$ cat config.mk
export PLATFORM = sky130hd
export DESIGN_NAME = riscv_instr_responder
export DESIGN_NICKNAME = d
export VERILOG_FILES = /design/src/rtl/riscv_instr_rsp_pkg.sv /design/src/rtl/riscv_instr_rsp_fifo.sv /design/src/rtl/riscv_instr_responder.sv
export SDC_FILE = /design/constraint.sdc
export NUM_CORES = 1
export LEC_CHECK = 0
export ABC_AREA = 0
export CAP_MARGIN = 25
export CORE_ASPECT_RATIO = 1.2
export CORE_MARGIN = 4
export CORE_UTILIZATION = 30
export CTS_CLUSTER_DIAMETER = 100
export DETAILED_ROUTE_END_ITERATION = 7
export PLACE_DENSITY = 0.6
export RECOVER_POWER = 100
export SLEW_MARGIN = 10
export SYNTH_ARGS = -nofsm -noshare
export SYNTH_HDL_FRONTEND = slang
export SYNTH_SLANG_ARGS = --single-unit
$ cat constraint.sdc
create_clock -name clk -period 2.2 [get_ports clk]
set_clock_uncertainty 0.05 [all_clocks]
set_input_delay 0.44 -clock clk [delete_from_list [all_inputs] [get_ports clk]]
set_output_delay 0.44 -clock clk [all_outputs]
set_load 0.02 [all_outputs]
$ cat src/rtl/riscv_instr_rsp_pkg.sv
// Shared types for the instruction-side memory responder.
package riscv_instr_rsp_pkg;

  // One buffered fetch response.
  typedef struct packed {
    logic [31:0] rdata;
    logic        err;
  } rsp_t;

  // Per-request tag that travels alongside the SRAM read latency.
  typedef struct packed {
    logic valid;
    logic err;
  } tag_t;

  // Data returned with an access-error response.
  localparam logic [31:0] RSP_ERR_DATA = 32'h0000_0000;

  // True when addr lies in [base, base+span). Evaluated in 33 bits so a
  // window ending at the top of the address space cannot wrap.
  function automatic logic addr_in_window(input logic [31:0] addr,
                                          input logic [31:0] base,
                                          input logic [32:0] span);
    logic [32:0] a;
    logic [32:0] b;
    a = {1'b0, addr};
    b = {1'b0, base};
    return (a >= b) && (a < (b + span));
  endfunction

endpackage

$ cat src/rtl/riscv_instr_rsp_fifo.sv
// Synchronous response FIFO; pointers wrap at DEPTH so DEPTH need not be a
// power of two. Push and pop may happen in the same cycle.
module riscv_instr_rsp_fifo
  import riscv_instr_rsp_pkg::*;
#(
  parameter  int unsigned DEPTH = 4,
  localparam int unsigned CW    = $clog2(DEPTH + 1)
) (
  input  logic          clk,
  input  logic          rst,
  input  logic          i_push,
  input  rsp_t          i_data,
  input  logic          i_pop,
  output rsp_t          o_data,
  output logic          o_full,
  output logic          o_empty,
  output logic [CW-1:0] o_count
);

  localparam int unsigned PW = (DEPTH > 1) ? $clog2(DEPTH) : 1;

  rsp_t          r_mem [DEPTH];
  logic [PW-1:0] r_wr_ptr;
  logic [PW-1:0] r_rd_ptr;
  logic [CW-1:0] r_count;
  logic          w_do_push;
  logic          w_do_pop;

  assign o_full    = (r_count == CW'(DEPTH));
  assign o_empty   = (r_count == '0);
  assign o_count   = r_count;
  assign o_data    = r_mem[r_rd_ptr];
  assign w_do_push = i_push & ~o_full;
  assign w_do_pop  = i_pop & ~o_empty;

  // Storage write; contents need no reset because count gates visibility.
  always_ff @(posedge clk) begin
    if (w_do_push) r_mem[r_wr_ptr] <= i_data;
  end

  // Pointer and occupancy bookkeeping.
  always_ff @(posedge clk) begin
    if (rst) begin
      r_wr_ptr <= '0;
      r_rd_ptr <= '0;
      r_count  <= '0;
    end else begin
      if (w_do_push) r_wr_ptr <= (r_wr_ptr == PW'(DEPTH - 1)) ? '0 : r_wr_ptr + 1'b1;
      if (w_do_pop)  r_rd_ptr <= (r_rd_ptr == PW'(DEPTH - 1)) ? '0 : r_rd_ptr + 1'b1;
      case ({w_do_push, w_do_pop})
        2'b10:   r_count <= r_count + 1'b1;
        2'b01:   r_count <= r_count - 1'b1;
        default: r_count <= r_count;
      endcase
    end
  end

  // The upstream credit scheme must never let a push reach a full FIFO.
  a_no_overflow: assert property (@(posedge clk) disable iff (rst) !(i_push && o_full));

endmodule

$ cat src/rtl/riscv_instr_responder.sv
// Instruction fetch slave: grants requests against a credit count, reads a
// fixed-latency SRAM, and returns responses in grant order via a FIFO.
// Handshake: a request transfers in any cycle where instr_req_i and
// instr_gnt_o are both high; a response transfers in every cycle where
// instr_rvalid_o is high (the initiator has no back-pressure).
module riscv_instr_responder
  import riscv_instr_rsp_pkg::*;
#(
  parameter  logic [31:0] MEM_BASE   = 32'h1C00_0000,
  parameter  int unsigned MEM_WORDS  = 8192,
  parameter  int unsigned LATENCY    = 1,
  parameter  int unsigned FIFO_DEPTH = 4,
  localparam int unsigned AW         = $clog2(MEM_WORDS)
) (
  input  logic          clk,
  input  logic          rst,
  input  logic          instr_req_i,
  input  logic [31:0]   instr_addr_i,
  output logic          instr_gnt_o,
  output logic          instr_rvalid_o,
  output logic [31:0]   instr_rdata_o,
  output logic          instr_err_o,
  input  logic          stall_i,
  input  logic          rsp_stall_i,
  output logic          mem_req_o,
  output logic [AW-1:0] mem_addr_o,
  input  logic [31:0]   mem_rdata_i,
  output logic          busy_o
);

  localparam int unsigned CW   = $clog2(FIFO_DEPTH + 1);
  localparam logic [32:0] SPAN = 33'(MEM_WORDS) << 2;

  // Requests in the latency pipe plus entries held in the FIFO.
  logic [CW-1:0] r_outstanding;
  tag_t          r_tag [LATENCY];

  logic          w_in_range;
  logic          w_gnt;
  logic          w_pop;
  tag_t          w_tail;
  rsp_t          w_push_data;
  rsp_t          w_head;
  logic          w_full;
  logic          w_empty;
  logic [CW-1:0] w_fifo_count;

  assign w_in_range = addr_in_window(instr_addr_i, MEM_BASE, SPAN);
  // Credit check uses the registered count; a same-cycle pop frees nothing.
  assign w_gnt      = instr_req_i & ~stall_i & ~rst & (r_outstanding < CW'(FIFO_DEPTH));

  assign instr_gnt_o = w_gnt;
  assign mem_req_o   = w_gnt & w_in_range;
  assign mem_addr_o  = AW'((instr_addr_i - MEM_BASE) >> 2);

  // The tag leaving the last stage lines up with the SRAM data for it.
  assign w_tail            = r_tag[LATENCY-1];
  assign w_push_data.err   = w_tail.err;
  assign w_push_data.rdata = w_tail.err ? RSP_ERR_DATA : mem_rdata_i;

  assign w_pop          = ~w_empty & ~rsp_stall_i & ~rst;
  assign instr_rvalid_o = w_pop;
  assign instr_rdata_o  = w_pop ? w_head.rdata : 32'h0;
  assign instr_err_o    = w_pop & w_head.err;
  assign busy_o         = (r_outstanding != '0);

  // Tag pipe: one stage per cycle of SRAM read latency.
  always_ff @(posedge clk) begin
    if (rst) begin
      for (int i = 0; i < int'(LATENCY); i++) r_tag[i] <= '0;
    end else begin
      r_tag[0] <= '{valid: w_gnt, err: w_gnt & ~w_in_range};
      for (int i = 1; i < int'(LATENCY); i++) r_tag[i] <= r_tag[i-1];
    end
  end

  // Credit counter: +1 on grant, -1 on response pop.
  always_ff @(posedge clk) begin
    if (rst) begin
      r_outstanding <= '0;
    end else begin
      case ({w_gnt, w_pop})
        2'b10:   r_outstanding <= r_outstanding + 1'b1;
        2'b01:   r_outstanding <= r_outstanding - 1'b1;
        default: r_outstanding <= r_outstanding;
      endcase
    end
  end

  riscv_instr_rsp_fifo #(
    .DEPTH (FIFO_DEPTH)
  ) u_rsp_fifo (
    .clk     (clk),
    .rst     (rst),
    .i_push  (w_tail.valid),
    .i_data  (w_push_data),
    .i_pop   (w_pop),
    .o_data  (w_head),
    .o_full  (w_full),
    .o_empty (w_empty),
    .o_count (w_fifo_count)
  );

  // The FIFO only ever holds a subset of the outstanding requests.
  a_credit_covers_fifo: assert property (@(posedge clk) disable iff (rst)
    (w_fifo_count <= r_outstanding) && (!w_full || r_outstanding == CW'(FIFO_DEPTH)));

endmodule

==> out/qor.yml <==
final_hold_viol_count: 0
io_pins: 119
seq_area_frac_synth_pct: 69.8
synth_edf_count: 132
areaGrowthSynthToFinish_pct: 37.6
finalCritPeriodShare_pct: 105
grt_use_total_pct: 12.3
antenna_found_initial: 0
synthArstFlopShare_pct: 0
drtIter0Drc: 115
max_slew_margin_pct: 49.6
power_mw: 6.49
required_ns: 1.71
grt_setup_unrepaired: "yes"
synth_cells: 344
synth.most_common_cell: "edfxtp_1"
synth_top_area_cell: "edfxtp_1"
grt_max_degree: 22
layout_min_cycle_time_ns: 2.31
antenna_cells: 0
arrival_ns: 1.82
die_area_um2: 22600
final_area_um2: 8360
worst_hold_slack_ns: 0.421
combPwrFrac_pct: 9.1
setup_violations: 35
synth_ff_type: "edfxtp_1"
die_h_um: 164
start_kind: "flop"
peakVddDrop_v: 0.000539
synth_fa_ha_area_share_pct: 2.10
synth_top_family_by_area: "multiplexers"
ant_nets: 0
utilization_pct: 42.3
power.switching_mw: 1.31
ys_warn_count: 0
finalWorstSetupSlack_ns: -0.106
syn_area_um2: 6080
synth_xor_area_share_pct: 0.576
postCtsHoldBufs: 0
multi_input_area_um2: 1700
synthesis.nets: 422
internal_power_mw: 5.18
synthTopCellsByArea: "edfxtp_1 (65%), mux4_2 (11%), dfxtp_1 (4.6%), and2_1 (3.4%), nor2b_1 (3.4%)"
clk_transition_reported_paths_ns: 0.06
power_density_nw_per_um2: 776
fill_cells: 1794
wirelength_um: 13200
first_global_vias: 3646
swShare_pct: 20.1
cts_max_level: 4
wl_per_cell_um: 17.9
yosysUniqueCellTypes: 35
vias: 3316
crit_path_end_kind: "output port"
synth.top_cell.area_share_pct: 65.2
violations: "setup timing"
hpwl_um: 8410
drc_errors: 0
cts_max_path_buffers: 2
instances_no_fill: 738
status: "finished with violations"
cts_made_buffers: 17
layout.nets: 544
post_dp_cell_area_um2: 7460
crit_path_max_fanout: 7
synthSimpleGateAreaFrac_pct: 9.47
grt_pass1_wl_um: 20200
initial_core_util_pct: 30.8
synth.top_cells.by_count: "edfxtp_1 (132), and2_1 (33), nor2b_1 (33)"
cts-root-buf: "clkbuf_16"
p_seq_share_pct: 47.9
grt_overflow: 0
slew_violations: 0
io_buffers: 90
clk_latency_ns: 0.41
timing.fmax_mhz: 434
clock-sinks: 146
drv_cap: 0
clkPwrFrac_pct: 42.9
firstDrtPassIters: 6
rows: 56
synthMuxAreaShare_pct: 12.6
core-area_um2: 19800
ys_ff_latch: 146
die_width_um: 138
synth-compound-area-share_pct: 1.28
drive_above_1_share_pct: 39.0
synth_area_per_cell_um2: 17.7
worst_pin_slew_ns: 0.755
hold_path.class: "in2reg"
dp_cells: 697
critPathKind: "reg2out"
cts_tree: "done"
routabilityCongestion: 0.773
viasPerCell: 4.49
ff_latch_area_um2: 4250
p_leak_nw: 2.94
[per-stage QoR]
stage | setup slack [ns] | TNS [ns]
after detailed placement | -0.628 | -22.43
after global placement | -0.620 | -22.03
final | -0.106 | -2.59
after floorplan | -0.0122 | -0.0122
after CTS | -0.215 | -5.25
after global routing | -0.169 | -5.05
[area by class of cell]
| type | count | area share (%) |
|---|---|---|
| Timing Repair Buffer | 133 | 17.3 |
| Multi-Input combinational cell | 155 | 20.4 |
| Clock inverter | 12 | 1.71 |
| Inverter | 13 | 0.733 |
| Clock buffer | 18 | 5.13 |
| Tap cell | 261 | 3.91 |
| Sequential cell | 146 | 50.9 |
[cells in the final DEF (no fill, tap or decap), types with 5 or more instances in the layout]
cell type        count
inv_1               11
nor2b_1             33
clkbuf_16           17
clkdlybuf4s50_1     47
buf_6               36
buf_12               9
clkbuf_1             6
ha_1                 6
mux4_2              33
nor2_1               8
and2_4              33
buf_4               22
edfxtp_1           132
dfxtp_1              9
a21oi_1              5
[logic make-up (layout without fill, tap and decap cells)]
logic type,after synthesis,in the layout
AOI/OAI and AO/OA,13,13
xor gates and xnor gates,4,4
adders and majority gates,9,9
buffers and inverters,43,176
DFF,146,146
muxes,34,34
and+or+nand+nor,95,95
[layer usage]
metal | vias to the layer above | share of wire (%) | global-route usage [%]
li1 | 1532 | - | -
met1 | 1687 | 40 | 14.3
met2 | 80 | 54 | 21.8
met3 | 17 | 4.3 | 3.25
met4 | 0 | 1.4 | 4.36
met5 | - | 0 | 0
[state kept, by name, summed over array words and instances, names as in the netlist, named ones only]
| signal | cells |
|---|---|
| u_rsp_fifo.r_mem | 132 |
| r_outstanding | 3 |
| u_rsp_fifo.o_count | 3 |
| r_tag | 2 |
| u_rsp_fifo.r_rd_ptr | 2 |
| u_rsp_fifo.r_wr_ptr | 2 |
[worst max-delay path, cell delays in order (launching register included)]
cell and delay, ns:
dfxtp_4 0.44, buf_8 0.17, mux4_2 0.52, and2_4 0.16
buf_6 0.12
[power by group through the flow]
stage                     clock (mW)  sequential (mW)  combinational, mW
after detailed placement           0             3.16              0.524
final                           2.79             3.11              0.593
after global placement             0             3.16              0.511
after CTS                       2.85             3.11              0.614
after global routing            3.00             3.11              0.644
after floorplan                    0             3.15              0.320
[worst paths after layout]
kind	endpoint	cells past startpoint	start	slack (ns)
min reg2reg	flop	1	u_rsp_fifo.r_rd_ptr[0]$_SDFFE_PP0N_	0.46
min	flop	3	rsp_stall_i	0.42
max reg2reg	r_outstanding[2]$_SDFFE_PP0P_	10	u_rsp_fifo.o_count[1]$_SDFFE_PP0P_	-0.07
max	instr_rdata_o[6]	4	flop	-0.11
[repair_timing]
item                                    CTS  global route
hold endpoints to repair                  0             0
pin swaps                                33            12
buffers inserted                          3             5
gates resized for setup                 248            29
cloned                                    5             0
endpoints found under the setup margin   40            37
Power figures use the tool's default switching activity.
